<file path="src/rtl/mandelbrot_sink_pkg.sv">
// mandelbrot_sink_pkg
// Shared definitions for the Mandelbrot pixel sink: the sink FSM state
// encoding and the bit layout of one output FIFO entry
// ({eof, eol, sof, odd nibble, even nibble}).
package mandelbrot_sink_pkg;

    typedef enum logic [2:0] {
        IDLE,
        REQ,
        WAIT_START,
        WAIT_DONE,
        CAPTURE,
        DRAIN
    } sink_state_t;

    localparam int DATA_W  = 8;
    localparam int SOF_BIT = 8;
    localparam int EOL_BIT = 9;
    localparam int EOF_BIT = 10;
    localparam int ENTRY_W = 11;

endpackage

</file>
<file path="src/rtl/mandelbrot_byte_fifo.sv">
// mandelbrot_byte_fifo
// Synchronous FIFO whose head entry sits in a register, so the consumer sees
// flop outputs that hold steady while it stalls.
// Ports:
//   clk, rst        clock, synchronous active-high reset (discards contents)
//   push, push_data write one entry (ignored when full)
//   pop             remove the head entry (ignored when empty)
//   head            registered head entry
//   head_valid      FIFO holds at least one entry
//   count           number of entries held (0..DEPTH)
module mandelbrot_byte_fifo #(
    parameter int DEPTH   = 4,
    parameter int ENTRY_W = 11
) (
    input  logic                       clk,
    input  logic                       rst,
    input  logic                       push,
    input  logic [ENTRY_W-1:0]         push_data,
    input  logic                       pop,
    output logic [ENTRY_W-1:0]         head,
    output logic                       head_valid,
    output logic [$clog2(DEPTH):0]     count
);

    localparam int AW = $clog2(DEPTH);
    localparam int CW = AW + 1;

    logic [ENTRY_W-1:0] mem [DEPTH];
    logic [AW-1:0]      wr_ptr;
    logic [AW-1:0]      rd_ptr;
    logic [AW-1:0]      rd_ptr_next;
    logic [CW-1:0]      count_next;
    logic               do_push;
    logic               do_pop;

    assign do_pop      = pop && (count != '0);
    assign do_push     = push && (count != CW'(DEPTH));
    assign rd_ptr_next = do_pop ? rd_ptr + AW'(1) : rd_ptr;
    assign head_valid  = (count != '0);

    always_comb begin
        count_next = count;
        unique case ({do_push, do_pop})
            2'b10:   count_next = count + CW'(1);
            2'b01:   count_next = count - CW'(1);
            default: count_next = count;
        endcase
    end

    always_ff @(posedge clk) begin
        if (do_push) begin
            mem[wr_ptr] <= push_data;
        end
    end

    // The head register is loaded with whatever will sit at the read pointer
    // after this edge. When that slot is the one being written right now, the
    // array still holds stale data, so the incoming entry is forwarded.
    always_ff @(posedge clk) begin
        if (rst) begin
            wr_ptr <= '0;
            rd_ptr <= '0;
            count  <= '0;
            head   <= '0;
        end else begin
            if (do_push) begin
                wr_ptr <= wr_ptr + AW'(1);
            end
            rd_ptr <= rd_ptr_next;
            count  <= count_next;
            if (count_next != '0) begin
                head <= (do_push && (wr_ptr == rd_ptr_next)) ? push_data
                                                             : mem[rd_ptr_next];
            end
        end
    end

endmodule

</file>
<file path="src/rtl/mandelbrot_pixel_sink.sv">
// mandelbrot_pixel_sink
// Pulls one pixel at a time from the Mandelbrot engine over its run/running
// handshake, packs pixel pairs into bytes (even x in [3:0], odd x in [7:4])
// and streams them out with start-of-frame / end-of-line / end-of-frame flags.
// A run is only issued while the output FIFO has a free slot, so a stalled
// downstream throttles the engine.
// Optional feature macro: MANDELBROT_SINK_CHECK_EN enables the sticky
// frame_error check of the engine's finished flag against the scan position.
// Ports:
//   clk, rst            clock, synchronous active-high reset
//   start               level; begins one frame when idle
//   busy, frame_done    frame in progress / one-cycle end-of-frame pulse
//   eng_run             engine run request
//   eng_running         engine running status
//   eng_finished        engine finished flag (checked only with the macro)
//   eng_ctr             engine iteration count for the current pixel
//   out_data            packed pixel pair
//   out_sof/eol/eof     flags qualifying out_data
//   out_valid/out_ready output stream handshake
//   frame_error         sticky position-check error
module mandelbrot_pixel_sink
    import mandelbrot_sink_pkg::*;
#(
    parameter int WIDTH      = 320,
    parameter int HEIGHT     = 240,
    parameter int FIFO_DEPTH = 4
) (
    input  logic        clk,
    input  logic        rst,
    input  logic        start,
    output logic        busy,
    output logic        frame_done,
    output logic        eng_run,
    input  logic        eng_running,
    input  logic        eng_finished,
    input  logic [3:0]  eng_ctr,
    output logic [7:0]  out_data,
    output logic        out_sof,
    output logic        out_eol,
    output logic        out_eof,
    output logic        out_valid,
    input  logic        out_ready,
    output logic        frame_error
);

    localparam int XW = (WIDTH  > 1) ? $clog2(WIDTH)  : 1;
    localparam int YW = (HEIGHT > 1) ? $clog2(HEIGHT) : 1;
    localparam int CW = $clog2(FIFO_DEPTH) + 1;
    localparam logic [XW-1:0] X_LAST = XW'(WIDTH - 1);
    localparam logic [YW-1:0] Y_LAST = YW'(HEIGHT - 1);

    sink_state_t        state;
    sink_state_t        state_next;
    logic [XW-1:0]      x;
    logic [YW-1:0]      y;
    logic [3:0]         nibble;
    logic [3:0]         ctr_q;
    logic               at_last_x;
    logic               at_last;
    logic               push;
    logic [ENTRY_W-1:0] push_entry;
    logic [ENTRY_W-1:0] head;
    logic               head_valid;
    logic [CW-1:0]      fifo_count;
    logic               fifo_full;
    logic               pop;
    logic               eof_pop;

    assign at_last_x = (x == X_LAST);
    assign at_last   = at_last_x && (y == Y_LAST);
    assign fifo_full = (fifo_count == CW'(FIFO_DEPTH));
    assign pop       = head_valid && out_ready;
    assign eof_pop   = pop && head[EOF_BIT];

    // The byte is pushed when its odd pixel is captured, so the SOF byte is
    // the one completed at (1,0) and EOL/EOF follow the odd pixel's position.
    always_comb begin
        push_entry                 = '0;
        push_entry[3:0]            = nibble;
        push_entry[7:4]            = ctr_q;
        push_entry[SOF_BIT]        = (x == XW'(1)) && (y == '0);
        push_entry[EOL_BIT]        = at_last_x;
        push_entry[EOF_BIT]        = at_last;
    end

    always_comb begin
        state_next = state;
        eng_run    = 1'b0;
        push       = 1'b0;
        unique case (state)
            IDLE: begin
                if (start) state_next = REQ;
            end
            REQ: begin
                if (!fifo_full) begin
                    eng_run    = 1'b1;
                    state_next = WAIT_START;
                end
            end
            WAIT_START: begin
                if (eng_running) state_next = WAIT_DONE;
            end
            WAIT_DONE: begin
                if (!eng_running) state_next = CAPTURE;
            end
            CAPTURE: begin
                push       = x[0];
                state_next = at_last ? DRAIN : REQ;
            end
            // Leaving on the EOF handshake itself lets busy drop in the same
            // cycle that frame_done pulses.
            DRAIN: begin
                if (eof_pop) state_next = IDLE;
            end
            default: state_next = IDLE;
        endcase
    end

    always_ff @(posedge clk) begin
        if (rst) begin
            state      <= IDLE;
            x          <= '0;
            y          <= '0;
            nibble     <= '0;
            ctr_q      <= '0;
            frame_done <= 1'b0;
        end else begin
            state      <= state_next;
            frame_done <= (state == DRAIN) && eof_pop;
            unique case (state)
                IDLE: begin
                    if (start) begin
                        x      <= '0;
                        y      <= '0;
                        nibble <= '0;
                    end
                end
                WAIT_DONE: begin
                    if (!eng_running) ctr_q <= eng_ctr;
                end
                CAPTURE: begin
                    if (!x[0]) nibble <= ctr_q;
                    if (at_last_x) begin
                        x <= '0;
                        y <= at_last ? '0 : y + YW'(1);
                    end else begin
                        x <= x + XW'(1);
                    end
                end
                default: ;
            endcase
        end
    end

    mandelbrot_byte_fifo #(
        .DEPTH   (FIFO_DEPTH),
        .ENTRY_W (ENTRY_W)
    ) u_fifo (
        .clk        (clk),
        .rst        (rst),
        .push       (push),
        .push_data  (push_entry),
        .pop        (pop),
        .head       (head),
        .head_valid (head_valid),
        .count      (fifo_count)
    );

    assign busy      = (state != IDLE);
    assign out_valid = head_valid;
    assign out_data  = head[DATA_W-1:0];
    assign out_sof   = head[SOF_BIT];
    assign out_eol   = head[EOL_BIT];
    assign out_eof   = head[EOF_BIT];

`ifdef MANDELBROT_SINK_CHECK_EN
    logic frame_error_q;

    // The engine's finished flag must be high exactly on the last pixel.
    always_ff @(posedge clk) begin
        if (rst) begin
            frame_error_q <= 1'b0;
        end else if ((state == IDLE) && start) begin
            frame_error_q <= 1'b0;
        end else if ((state == CAPTURE) && (eng_finished != at_last)) begin
            frame_error_q <= 1'b1;
        end
    end

    assign frame_error = frame_error_q;
`else
    logic unused_eng_finished;
    assign unused_eng_finished = eng_finished;
    assign frame_error         = 1'b0;
`endif

endmodule
</file>
<file path="config.mk">
export PLATFORM = sky130hd
export DESIGN_NAME = mandelbrot_pixel_sink
export DESIGN_NICKNAME = d
export VERILOG_FILES = /design/src/rtl/mandelbrot_sink_pkg.sv /design/src/rtl/mandelbrot_byte_fifo.sv /design/src/rtl/mandelbrot_pixel_sink.sv
export SDC_FILE = /design/constraint.sdc
export NUM_CORES = 1
export LEC_CHECK = 0
export ABC_AREA = 1
export CELL_PAD_IN_SITES_DETAIL_PLACEMENT = 0
export CELL_PAD_IN_SITES_GLOBAL_PLACEMENT = 1
export CORE_MARGIN = 2
export CORE_UTILIZATION = 52
export CTS_CLUSTER_SIZE = 14
export DETAILED_ROUTE_END_ITERATION = 8
export DONT_BUFFER_PORTS = 1
export PLACE_DENSITY_LB_ADDON = 0.05
export SLEW_MARGIN = 20
export SYNTH_ARGS = -nofsm -noshare
export SYNTH_HDL_FRONTEND = slang
export SYNTH_SLANG_ARGS = --single-unit
</file>
<file path="constraint.sdc">
create_clock -name clk -period 4.5 [get_ports clk]
set_clock_uncertainty 0.2 [all_clocks]
set_input_delay 1.35 -clock clk [delete_from_list [all_inputs] [get_ports clk]]
set_output_delay 1.35 -clock clk [all_outputs]
set_load 0.005 [all_outputs]
</file>
-- Yosys cells after proc, flatten, opt, wreduce, memory -nomap -nowiden
Memories as Yosys holds them, arrays and structs flattened. A register that Yosys moved wholly into a read port is not among the register bits.
Cells that the tools add are included.
- logic and storage cells: 78
- bits in writable memories: 44
- memories kept: 1
- bits of input ports: 10
- register bits: 36
- bitwise operators: 1
- mux-type cells: 24
- equal/unequal tests: 19
- $add $sub $neg: 6
- reductions and logical operators: 18
- memories (memory ; words ; bits a word ; rd ports ; clocked after memory_dff ; wr ports ; RTL line ; source):
    u_fifo.mem ; 4 ; 11 ; 1 ; 1 ; 1 ; mandelbrot_byte_fifo.sv:28 ; logic [ENTRY_W-1:0] mem [DEPTH];
- operators with widths (kind ; number):
    $mux 8 ; 3
    $mux 3 ; 6
    $mux 9 ; 2
    $pmux 3 s6 ; 1
    $pmux 9 s2 ; 1
    $pmux 8 s2 ; 1
    $ne 2x2->1 const B ; 7
    $add 9x1->9 const B ; 1
    $eq 3x3->1 const B ; 3
    $eq 9x1->1 const B ; 1
    $eq 9x9->1 const B ; 1
    $reduce_bool 3->1 ; 3
    $add 8x1->8 const B ; 1
    $eq 8x8->1 const B ; 1
    $logic_not 8->1 ; 1
    $mux 4 ; 2
    $pmux 4 s2 ; 1
    $logic_and 1x1->1 ; 7
    $eq 3x2->1 const B ; 2
    $pmux 3 s2 ; 1
    $reduce_and 3->1 ; 2
    $mux 1 ; 5
    $reduce_and 5->1 ; 1
    $add 2x1->2 const B ; 2
    other kinds (11) ; 12

-- Logic depth before layout (Yosys ltp)
- depth in word-level cells: 6
- gate-level depth with buffers: 19
- gate-level depth less buffers: 18

-- Modules after synthesis
Synthesis repeated with hierarchy kept, for this count alone.
- cell total of the unflattened synthesis: 589
- area total of the unflattened synthesis: 4789.6 um^2
- by module, submodules not included (module ; area each (um^2) ; cells an instance ; seq. area each (um^2) ; times used):
    mandelbrot_byte_fifo ; 2991.6 ; 331 ; 1681.6 ; 1
    mandelbrot_pixel_sink ; 1798.0 ; 258 ; 580.6 ; 1

-- Worst setup path before layout
Ideal clock, no wire load.
- path type: input port to flip-flop
- start point: input port out_ready
- end point: register u_fifo.head[1], read port of u_fifo.mem
- stages on the path: 15
- required time: 4191 ps
- path buffers: 1
- arrival time: 2939 ps
- slack: 1252 ps
- library setup time: 109 ps
- cell sequence: nand2_2 -> inv_1 -> ha_1 -> inv_1 -> fa_1 -> a21oi_1 -> o21ai_0 -> xor2_1 -> inv_1 -> nand3_1 -> buf_2 -> nor2_1 -> nor2_1 -> nand2_1 -> inv_1
- cells in the longest elaborated chain, start to end: 5
- elaborated cells on any way between the ends: 7
- RTL lines (element ; RTL line ; source):
    start, declared ; mandelbrot_pixel_sink.sv:42 ; input logic out_ready,
    $logic_and 1x1->1 * ; mandelbrot_pixel_sink.sv:72 ; assign pop = head_valid && out_ready;
    $logic_and 1x1->1 * ; mandelbrot_byte_fifo.sv:36 ; assign do_pop = pop && (count != '0);
    $eq 2x1->1 or $eq 2x2->1 (tied branches) ; mandelbrot_byte_fifo.sv:43 ; unique case ({do_push, do_pop})
    $pmux 3 s2 ; mandelbrot_byte_fifo.sv:43 ;
    $reduce_bool 3->1 ; mandelbrot_byte_fifo.sv:71 ; if (count_next != '0) begin
    end, declared ; mandelbrot_byte_fifo.sv:20 ; output logic [ENTRY_W-1:0] head,
Every way passes the cells marked *; elsewhere a longest branch is shown, timed or not.
A chain may end at the register's enable or synchronous reset.

-- Worst setup path in the final report
- start point: register state[1]
- end point: register u_fifo.head[8], read port of u_fifo.mem
- cells in the longest elaborated chain, start to end: 6
- elaborated cells on any way between the ends: 7
- RTL lines (element ; RTL line ; source):
    start, declared ; mandelbrot_pixel_sink.sv:52 ; sink_state_t state;
    start signal, assigned ; mandelbrot_pixel_sink.sv:128 ; state <= state_next;
    $eq 3x3->1 * ; mandelbrot_pixel_sink.sv:90 ; unique case (state)
    $mux 1 * ; mandelbrot_pixel_sink.sv:90 ;
    $logic_and 1x1->1 * ; mandelbrot_byte_fifo.sv:37 ; assign do_push = push && (count != CW'(DEPTH));
    $eq 2x1->1 or $eq 2x2->1 (tied branches) ; mandelbrot_byte_fifo.sv:43 ;
    $pmux 3 s2 * ; mandelbrot_byte_fifo.sv:43 ;
    $reduce_bool 3->1 * ; mandelbrot_byte_fifo.sv:71 ;
Marks and branches as above.

==> run metrics <==
crit path max fanout=21; vias in the first global route=~3.1k; Reg2Reg Depth=19; Peak supply drop=between 300 and 400 uV; Starting Density=around 54%; met1 usage=about a quarter; grt met3 use=roughly 4.8%; Area contributors post-synth=edfxtp_1, dfxtp_1, nand2_1; Final Hold Fails=0; Die X=approximately 97 um; # clock sinks=91; post_cts resized=0; core area=8258 sq um; most frequent cell after synthesis=nand2_1; max-slew violations=0; Yosys warnings=0; reg-to-reg endpoint=u_fifo.head[8]; cts-stage hold buffer count=0; DRC viols=0; GPL Wtd Cong=between 0.8 and 0.9; status=complete, no violations; Die Y=between 90 and 100 um; CTS H-tree depth=3; Root Buffer=clkbuf_8; total CTS buffers=9; reg2reg start=state[1]; Worst Hold End=x[7]; final period utilization=approximately 73%; hold wc startpoint=x[7]; Gate Count Post-Synth=about 520; die area=just over 9000 sq um; required time worst endpoint=around 4600 ps; clock slew seen by the registers of the worst setup and hold paths=roughly 100 ps; Post-Route Setup TNS=0 ps; Placed Area=approximately 4500 sq um; Hold Path Depth=2; first-pass GRT wire length=15530 um; syn_area_per_cell=8.621 sq um; R2R setup slack=~1200 ps; fraction of layout cells with a size suffix above 1=approximately an eighth; sequential fraction of the synthesis area=roughly 51%; post-synth top area share=a little under 30%; First-pass DRT Iterations=4; antenna violations before repair=0; Area Overhead vs Synth=6.108%; synthesized area=~4500 sq um; detailed placer's ending HPWL=between 6000 and 7000 um; DR vias/cell=5.309; count of cell types in the netlist=approximately 40; PortBufs=0; max cap viols=0; power density cells=399.3 nW/um^2; RSZ-0062 raised after global routing=false; CP startpoint kind=flop; Tightest Hold Check Type=flop to flop; ys flop type=dfxtp_1; crit path DAT=3360 ps; final setup fails=0; postcts setup bufs=0; Post-synth ARST share=0%; CTS tree=built; cell taking the most area after synthesis=edfxtp_1; worst-skew pair later-pin latency=about 360 ps; crit path capture type=flop; wire length per cell=approximately 15 um; FF+latch count, synth=~90; Power Total=between 1.5 and 2 mW; Detailed Route WL=9340 um; post-route cell area=roughly 4700 sq um; Global Route Usage Sum=around a fifth; drt first-iter violations=96; Worst slew margin=53.25%; Synth top cells by count=nand2_1, inv_1, nor2_1; Global Route met2 Usage=between 30% and 40%; fmax=between 0.3 and 0.4 GHz; most used routing layer=met2; # diodes=0; WS Path Type=flop to flop; Final min period=about 3300 ps; post-synth net total=about 540; Via Count=3329; Post-DRT Antenna Nets=0; FP Rows=33; io pins=26; Leak=~1.9 nW; EDFF count, synth=44; Tightest Pin Transition=between 700 and 800 ps; CTS max path bufs=2; GRT overflow=0; final cell count without fillers=between 600 and 700; Placed Instances=around 610; nets=about 540; largest net degree at the start of global routing=37
-- area by class of cell --
| class | count | area, sq um |
|---|---|---|
| Fill cell | 764 | 3520 |
| Clock buffer | 10 | 137.6 |
| Timing Repair Buffer | 5 | 37.54 |
| Sequential cell | 91 | 2262 |
| Inverter | 75 | 285.3 |
| Multi-Input combinational cell | 335 | 1812 |
| Clock inverter | 6 | 72.57 |
| Tap cell | 105 | 131.4 |
-- report_power, final --
group | internal (mW) | total, mW | switching (mW) | leakage (nW)
sequential | 0.910 | 0.952 | 0.0414 | 0.799
combinational | 0.108 | 0.363 | 0.255 | 1.04
clock | 0.278 | 0.577 | 0.300 | 0.103
-- cell usage in the layout, fill, tap and decap left out, types with 6 or more instances in the layout --
cell type,netlist,routed
ha_1,9,9
o211ai_1,6,6
clkbuf_8,0,10
nand2_1,90,90
edfxtp_1,44,44
o21ai_0,16,16
inv_1,69,69
nand2_4,8,8
a21oi_1,24,24
nand4_1,17,17
nor3_1,6,6
dfxtp_1,47,47
nand3_1,52,52
nor2_1,63,61
-- per-layer routing --
metal	wire length (um)	vias to the layer above	part of all wire, %
li1	-	1702	-
met1	4221	1556	45
met2	4582	60	49
met3	451	11	4.8
met4	84	0	0.90
met5	0	-	0
-- metrics by stage --
stage	hold slack (ps)	util (%)	worst slack, ps
3_3_place_gp	266.3	54.77	1035
6_report	285.0	57.38	1203
2_1_floorplan	258.2	-	1252
5_1_grt	309.2	57.38	911.5
3_5_place_dp	275.2	54.80	994.0
4_1_cts	288.6	57.35	1204
-- cells by family (layout without fill, tap and decap cells) --
kind of cell               Yosys count  in the layout  synth area share, %
AOI/OAI and AO/OA                   56             56                7.453
DFF                                 91             91                50.66
adders and majority gates           10             10                2.970
other                                1              1              0.08398
xor gates and xnor gates             6              6                1.177
buffers and inverters               92             96                8.882
and+or+nand+nor                    262            262                28.78
-- worst max-delay path, stage by stage, from the launching register on --
cell	delay, ps
dfxtp_1	430
inv_2	90
nand2_4	120
nor2_8	70
nand2_2	90
nor2_4	30
buf_4	190
inv_1	220
ha_1	190
inv_1	60
fa_1	380
a21oi_1	140
o21ai_0	110
xor2_1	140
inv_1	90
nand3_1	90
buf_4	280
nand3_1	170
nand2_1	80
inv_1	40
-- sequential cells by signal, indices dropped and copies added (netlist names) --
signal,flops
u_fifo.wr_ptr,2
x,9
nibble,4
u_fifo.count,3
u_fifo.mem,44
frame_done,1
ctr_q,4
u_fifo.rd_ptr,2
y,8
u_fifo.head,11
state,3
-- worst max-delay path by stage --
stage,startpoint,endpoint,slack (ps),depth (start not counted)
floorplan,out_ready,u_fifo.head[1],1250,15
global placement,out_ready,u_fifo.head[8],1040,14
detailed placement,out_ready,u_fifo.head[8],990,14
CTS,state[1],u_fifo.head[8],1200,19
global route,state[1],u_fifo.head[1],910,20
finish,state[1],u_fifo.head[8],1200,19
No activity file was read; power rests on OpenSTA's default activity.
